[src/rtl/uart_cmd_decoder.sv]
// Purpose: frames 7-byte host commands from the UART and turns them into single register writes or reads.
// Latency: a write strobes the cycle after the 7th byte; read data returns the cycle after done or after the read timeout.
// Backpressure: none on rx (bytes arriving during execute/respond are dropped); tx holds each byte until tx_ready.
module uart_cmd_decoder #(
    parameter logic [7:0]  MAGIC        = 8'hCC,
    parameter logic [6:0]  CMD_CODE     = 7'h06,
    parameter int          IDLE_TIMEOUT = 4340,
    parameter int          RD_TIMEOUT   = 255,
    parameter logic [31:0] RD_ERR_VALUE = 32'hBAD0BAD0
) (
    input  logic        clk_25mhz,
    input  logic        core_reset_n,
    input  logic [7:0]  rx_data,
    input  logic        rx_valid,
    output logic [7:0]  tx_data,
    output logic        tx_valid,
    input  logic        tx_ready,
    output logic [7:0]  u_reg_addr,
    output logic [31:0] u_reg_wr_data,
    output logic        u_reg_wr_en,
    output logic        u_reg_rd_en,
    input  logic [31:0] u_reg_rd_data,
    input  logic        u_reg_rd_done,
    output logic        frame_err,
    output logic        rd_timeout,
    output logic        rx_overrun
);

    localparam int IDLE_W = $clog2(IDLE_TIMEOUT + 1);
    localparam int RD_W   = $clog2(RD_TIMEOUT + 1);
    localparam logic [IDLE_W-1:0] IDLE_LAST = IDLE_W'(IDLE_TIMEOUT - 1);
    localparam logic [IDLE_W-1:0] IDLE_MAX  = IDLE_W'(IDLE_TIMEOUT);
    localparam logic [RD_W-1:0]   RD_LAST   = RD_W'(RD_TIMEOUT - 1);
    localparam logic [RD_W-1:0]   RD_MAX    = RD_W'(RD_TIMEOUT);

    typedef enum logic [3:0] {
        HUNT, CMD, ADDR, D0, D1, D2, D3, EXEC_WR, EXEC_RD, RESP
    } state_t;

    state_t            state, state_nxt;
    logic              is_rd;
    logic [23:0]       data_shadow;
    logic [31:0]       resp_word;
    logic [1:0]        byte_cnt;
    logic [IDLE_W-1:0] idle_cnt;
    logic [RD_W-1:0]   rd_cnt;
    logic              in_frame, idle_expired, rd_expired;
    logic              frame_err_nxt, rd_timeout_nxt, rx_overrun_nxt;

    // The idle timer counts cycles since the previous byte; a byte landing on the last allowed cycle still wins.
    assign in_frame     = state inside {CMD, ADDR, D0, D1, D2, D3};
    assign idle_expired = in_frame && !rx_valid && (idle_cnt == IDLE_LAST);
    assign rd_expired   = (rd_cnt == RD_LAST);

    assign u_reg_wr_en = (state == EXEC_WR);
    assign u_reg_rd_en = (state == EXEC_RD);
    assign tx_valid    = (state == RESP);
    assign tx_data     = resp_word[31:24];

    // State register and registered single-cycle status pulses.
    always_ff @(posedge clk_25mhz or negedge core_reset_n) begin
        if (!core_reset_n) begin
            state      <= HUNT;
            frame_err  <= 1'b0;
            rd_timeout <= 1'b0;
            rx_overrun <= 1'b0;
        end else begin
            state      <= state_nxt;
            frame_err  <= frame_err_nxt;
            rd_timeout <= rd_timeout_nxt;
            rx_overrun <= rx_overrun_nxt;
        end
    end

    // Next-state and pulse decode; a MAGIC byte inside a frame is just another byte, never a resync.
    always_comb begin
        state_nxt      = state;
        frame_err_nxt  = 1'b0;
        rd_timeout_nxt = 1'b0;
        rx_overrun_nxt = 1'b0;
        case (state)
            HUNT: if (rx_valid && rx_data == MAGIC) state_nxt = CMD;
            CMD: begin
                if (rx_valid) begin
                    if (rx_data[6:0] != CMD_CODE) begin
                        frame_err_nxt = 1'b1;
                        state_nxt     = HUNT;
                    end else begin
                        state_nxt = ADDR;
                    end
                end else if (idle_expired) begin
                    frame_err_nxt = 1'b1;
                    state_nxt     = HUNT;
                end
            end
            ADDR, D0, D1, D2, D3: begin
                if (rx_valid) begin
                    case (state)
                        ADDR:    state_nxt = D0;
                        D0:      state_nxt = D1;
                        D1:      state_nxt = D2;
                        D2:      state_nxt = D3;
                        default: state_nxt = is_rd ? EXEC_RD : EXEC_WR;
                    endcase
                end else if (idle_expired) begin
                    frame_err_nxt = 1'b1;
                    state_nxt     = HUNT;
                end
            end
            EXEC_WR: begin
                rx_overrun_nxt = rx_valid;
                state_nxt      = HUNT;
            end
            EXEC_RD: begin
                rx_overrun_nxt = rx_valid;
                if (u_reg_rd_done) begin
                    state_nxt = RESP;
                end else if (rd_expired) begin
                    rd_timeout_nxt = 1'b1;
                    state_nxt      = RESP;
                end
            end
            RESP: begin
                rx_overrun_nxt = rx_valid;
                if (tx_ready && byte_cnt == 2'd3) state_nxt = HUNT;
            end
            default: state_nxt = HUNT;
        endcase
    end

    // Datapath: timers, address/data capture, response shift register.
    // Write data is staged in a shadow so the bus word only changes when a complete write frame arrives.
    always_ff @(posedge clk_25mhz or negedge core_reset_n) begin
        if (!core_reset_n) begin
            idle_cnt      <= '0;
            rd_cnt        <= '0;
            is_rd         <= 1'b0;
            u_reg_addr    <= '0;
            u_reg_wr_data <= '0;
            data_shadow   <= '0;
            resp_word     <= '0;
            byte_cnt      <= '0;
        end else begin
            if (rx_valid || !in_frame) begin
                idle_cnt <= '0;
            end else if (idle_cnt != IDLE_MAX) begin
                idle_cnt <= idle_cnt + IDLE_W'(1);
            end

            if (state != EXEC_RD) begin
                rd_cnt <= '0;
            end else if (rd_cnt != RD_MAX) begin
                rd_cnt <= rd_cnt + RD_W'(1);
            end

            if (rx_valid) begin
                case (state)
                    CMD:        is_rd <= rx_data[7];
                    ADDR:       u_reg_addr <= rx_data;
                    D0, D1, D2: if (!is_rd) data_shadow <= {data_shadow[15:0], rx_data};
                    D3:         if (!is_rd) u_reg_wr_data <= {data_shadow, rx_data};
                    default:    ;
                endcase
            end

            if (state == EXEC_RD) begin
                if (u_reg_rd_done) begin
                    resp_word <= u_reg_rd_data;
                end else if (rd_expired) begin
                    resp_word <= RD_ERR_VALUE;
                end
            end else if (state == RESP && tx_ready) begin
                resp_word <= {resp_word[23:0], 8'h00};
            end

            if (state != RESP) begin
                byte_cnt <= '0;
            end else if (tx_ready) begin
                byte_cnt <= byte_cnt + 2'd1;
            end
        end
    end

endmodule

[config.mk]
export PLATFORM = sky130hd
export DESIGN_NAME = uart_cmd_decoder
export DESIGN_NICKNAME = d
export VERILOG_FILES = /design/src/rtl/uart_cmd_decoder.sv
export SDC_FILE = /design/constraint.sdc
export NUM_CORES = 1
export LEC_CHECK = 0
export ABC_AREA = 1
export BUFFER_PORTS_ARGS = -buffer_cell sky130_fd_sc_hd__buf_2
export CORE_MARGIN = 5
export CORE_UTILIZATION = 50
export CTS_CLUSTER_SIZE = 16
export DETAILED_ROUTE_END_ITERATION = 10
export PLACE_DENSITY = 0.75
export SYNTH_ARGS = -nofsm -noshare
export SYNTH_HDL_FRONTEND = slang
export SYNTH_SLANG_ARGS = --single-unit
[constraint.sdc]
create_clock -name clk_25mhz -period 1.6 [get_ports clk_25mhz]
set_clock_uncertainty 0.05 [all_clocks]
set_input_delay 0.4 -clock clk_25mhz [delete_from_list [all_inputs] [get_ports clk_25mhz]]
set_output_delay 0.4 -clock clk_25mhz [all_outputs]
set_load 0.05 [all_outputs]
# Yosys cells after proc, flatten, opt, wreduce, memory -nomap -nowiden
# Index checks and enable logic that the tools add are counted.
# classes
addsub,3
eq_ne,21
muxes,30
bitwise_logic,1
reduce_logical,23
# op_table
cell,count
2-to-1 mux 32 bit,4
2-to-1 mux 4 bit,8
2-to-1 mux 13 bit,2
one-hot mux 4 bit (5 select lines),1
equality test 4 x 3 -> 1 bit (second input constant),4
equality test 8 bit (second input constant),2
2-to-1 mux 8 bit,2
one-hot mux 4 bit (4 select lines),1
adder 13 x 1 -> 13 bit (second input constant),1
equality test 13 bit (second input constant),1
!= test 13 bit (second input constant),1
AND reduction 3 bit,3
adder 8 x 1 -> 8 bit (second input constant),1
equality test 4 x 2 -> 1 bit (second input constant),2
equality test 4 bit (second input constant),2
2-to-1 mux 1 bit,8
!= test 4 bit (second input constant),2
!= test 8 bit (second input constant),1
nonzero test 2 bit,4
!= test 7 x 3 -> 1 bit (second input constant),1
2-to-1 mux 2 bit,3
AND reduction 2 bit,3
nonzero test 6 bit,1
OR reduction 3 bit,2
other kinds (13),18
# totals
reg_bits,127
inputBits,45

# Longest topological paths before layout
# logic_depth
word_depth,7
depth_mapped,11

# Worst setup path before layout
# Ideal clock, no wire load.
# synth_path
path_kind,register -> output
startpoint,register state[2]
endpoint,output port u_reg_wr_en
arrival_ps,1386
slack_ps,-236
path_stages_with_launch,5
n_path_buf,0
cell_sequence,dfrtp_1 -> inv_1 -> nor2_4 -> inv_1 -> nor2_1
# synth_via
elab_chain_len,1
# synth_lines
item,line,text
start: declaration,40,"state_t state, state_nxt;"
start signal: assignment,68,state <= state_nxt;
equality test 4 x 3 -> 1 bit,55,assign u_reg_wr_en = (state == EXEC_WR);
end: declaration,20,"output logic u_reg_wr_en,"
# No other way between the ends.

# Worst setup path in the final report
# layout_path
startpoint,register state[1]
endpoint,output port u_reg_wr_en
# The elaborated chain is that of the path after synthesis.

==> impl_metrics.ini <==
[clock_tree]
cts_root_buf = clkbuf_8
htree_levels = 4
clk_pin_slew_ns = 0.06
clk_latency_ns = 0.53
cts_made_buffers = 17
clk_path_buf_depth = 2
cts.sinks = 127
cts_tree = done

[route]
wl_per_cell_um = 18.4
viasPerCell = 5.53
num_vias = 5119
ant_nets = 0
drc = 0
first_pass_iters = 5
drt_iter0_drc = 554
drt-total-wl_um = 17100

[yosys]
ys_seq_elements = 127
synth_largest_area_cell = dfrtp_1
synth_cells = 615
synth_fp_nets = 665
synth_top_area_share_pct = 57.0
synth.distinct_cells = 33
synth-warning-count = 0
synth_area_um2 = 5580
synth_area_leaders = dfrtp_1 (57%), nand2_1 (10%), o21ai_0 (7.4%)
async_flop_share_pct = 100
yosysSeqAreaShare_pct = 57.0
post_synth.cell_area_avg_um2 = 9.07
synth_edf_count = 0
ys.flop_type = dfrtp_1

[worst_setup_path]
critical_path_class = flip-flop to output pin
cp_cell_sequence = nand2_1 -> nor2_4 -> buf_6
crit_path_max_fanout = 4
crit_path_top_delay_cell = dfrtp_2
start_kind = flip-flop
critical-path-top-delay-family = flip-flops
cpPeakStageDelay_ns = 0.43
end_kind = output pin
arrival_ns = 1.51
crit_required_ns = 1.15
path_buf_inv = 1

[placement]
post-place-ws_ns = -0.0314
place_congestion = 0.848
io_buffers = 98
dpl.cell_count = 849
place_hpwl_um = 8700

[finish]
finish.utilization_pct = 74.6
area_delta_synth_final_pct = 45.5
nets = 822
mostFrequentLayoutCell = nand2_1
stdcell_count = 925
final_cell_mix = nand2_1 (136), dfrtp_1 (124), buf_4 (73)
diodes = 0
drive_above_1_share_pct = 36.9

[die]
die_y_um = 116
rows = 38
core-area_um2 = 10900
start_util_pct = 51.2
die_w_um = 116
io_pins = 99
fp.dieArea_um2 = 13400

[sta]
fmax_ghz = 0.510
tns_ns = -11.97
fin_ws_ns = -0.359
finalSetupViolations = 87
report.final.slew_viol_count = 0
hold_violations = 0
fin_crit_ns = 1.96
relSlewSlack_pct = 64.7
worst_pin_slew_ns = 0.529
whs_ns = 0.0159
timing.final.crit_share_pct = 122
grt_setup_unrepaired = yes

[power_and_ir_drop]
leakage_nw = 4.03
ir_drop_v = 0.00126
p_per_area_nw_per_um2 = 1940

[grt]
grt_antenna_before_repair = 0
grt_remaining_overflow = 0
grt_pass1_wl_um = 23600
grt_pass1_vias = 5027
grt_usage_pct = 22.5
grt_max_degree = 89

[outcome]
violations = setup timing
status = finished with violations

[flow_run]
maxCapViolCount = 0

[worst_hold_path]
hold_path.class = input pin to flip-flop
-- logic make-up after synthesis --
| logic type | count (synthesis) | share of synthesized area (%) |
|---|---|---|
| and+or+nand+nor | 248 | 18.4 |
| muxes | 8 | 1.61 |
| buffers and inverters | 87 | 7.56 |
| xor gates and xnor gates | 4 | 0.628 |
| AOI/OAI and AO/OA | 136 | 13.7 |
| adders and majority gates | 5 | 1.12 |
| DFF | 127 | 57.0 |
-- path summary, 6_finish.rpt --
kind / from / endpoint / slack (ns) / depth (start not counted)
worst min register to register: resp_word[0] / resp_word[0] / 0.42 / 2
worst min-delay path: u_reg_rd_data[3] / resp_word[3] / 0.02 / 3
min in group asynchronous: core_reset_n / u_reg_wr_data[0] / 0.39 / 3
max in group asynchronous: core_reset_n / state[2] / 0.65 / 3
worst max register to register: state[2] / resp_word[17] / -0.28 / 11
worst max-delay path: state[1] / u_reg_wr_en / -0.36 / 3
-- layout make-up --
type / count / area [µm²]
Tap cell: 140 / 175
Clock inverter: 13 / 199
Fill cell: 692 / 2770
Timing Repair Buffer: 170 / 1620
Multi-Input combinational cell: 401 / 2290
Clock buffer: 19 / 432
Inverter: 55 / 219
Sequential cell: 127 / 3180
-- per-stage QoR --
step / area [µm²] / total power [W]
after floorplan: 5590 / 0.00815
after global placement: 6300 / 0.00911
after detailed placement: 6300 / 0.00927
after CTS: 7500 / 0.0147
after global routing: 8120 / 0.0165
final: 8120 / 0.0157
-- metal layers --
metal  global-route usage, %  share of wire, %  vias up  wire length (µm)
li1                        -                 -     2335                 -
met1                    28.5                39     2482              6630
met2                    37.4                51      249              8700
met3                    5.69               7.6       53              1300
met4                    8.97               2.5        0               430
met5                       0                 0        -                 0
-- Yosys cell counts, drive strengths merged, types with 2 or more instances --
library cell and instances:
a22oi 11, nand4 3, xor2 3, inv 55, nand3 30, nor3 7
o211a 2, nor2 46, a21oi 7, o21ai 98, buf 23, nand2 159
ha 5, a31oi 3, o22ai 13, clkbuf 9, dfrtp 127, mux2 8
-- power by group --
| group | total, W | switching (W) | internal (W) |
|---|---|---|---|
| clock | 0.00419 | 0.00157 | 0.00261 |
| combinational | 0.00675 | 0.00393 | 0.00283 |
| sequential | 0.00479 | 0.000632 | 0.00415 |
| total | 0.0157 | 0.00613 | 0.00960 |
-- registers in the layout, indices dropped and copies added, names as in the netlist --
signal         flops
byte_cnt           2
data_shadow       24
frame_err          1
idle_cnt          13
is_rd              1
rd_cnt             8
rd_timeout         1
resp_word         32
rx_overrun         1
state              4
u_reg_addr         8
u_reg_wr_data     32
-- worst reg2reg max path: stages, from the launching register on --
cell and delay [ns]:
dfrtp_2 0.44, nor2_4 0.14, buf_6 0.12, nand2_4 0.06
buf_4 0.18, nor2_2 0.10, nand2_2 0.09, nand2_4 0.12
buf_12 0.13, bufbuf_16 0.26, nand2_1 0.06, o21ai_1 0.07
-- repair_timing --
item / 4_1_cts / 5_1_grt
buffers inserted: 16 / 13
setup endpoints to repair: 62 / 124
pin swaps: 9 / 15
cloned: 6 / 11
hold endpoints to repair: 127 / 0
hold buffers: 1 / 0
gates resized for setup: 85 / 135
Note: power is estimated with default switching activity, not from simulation.
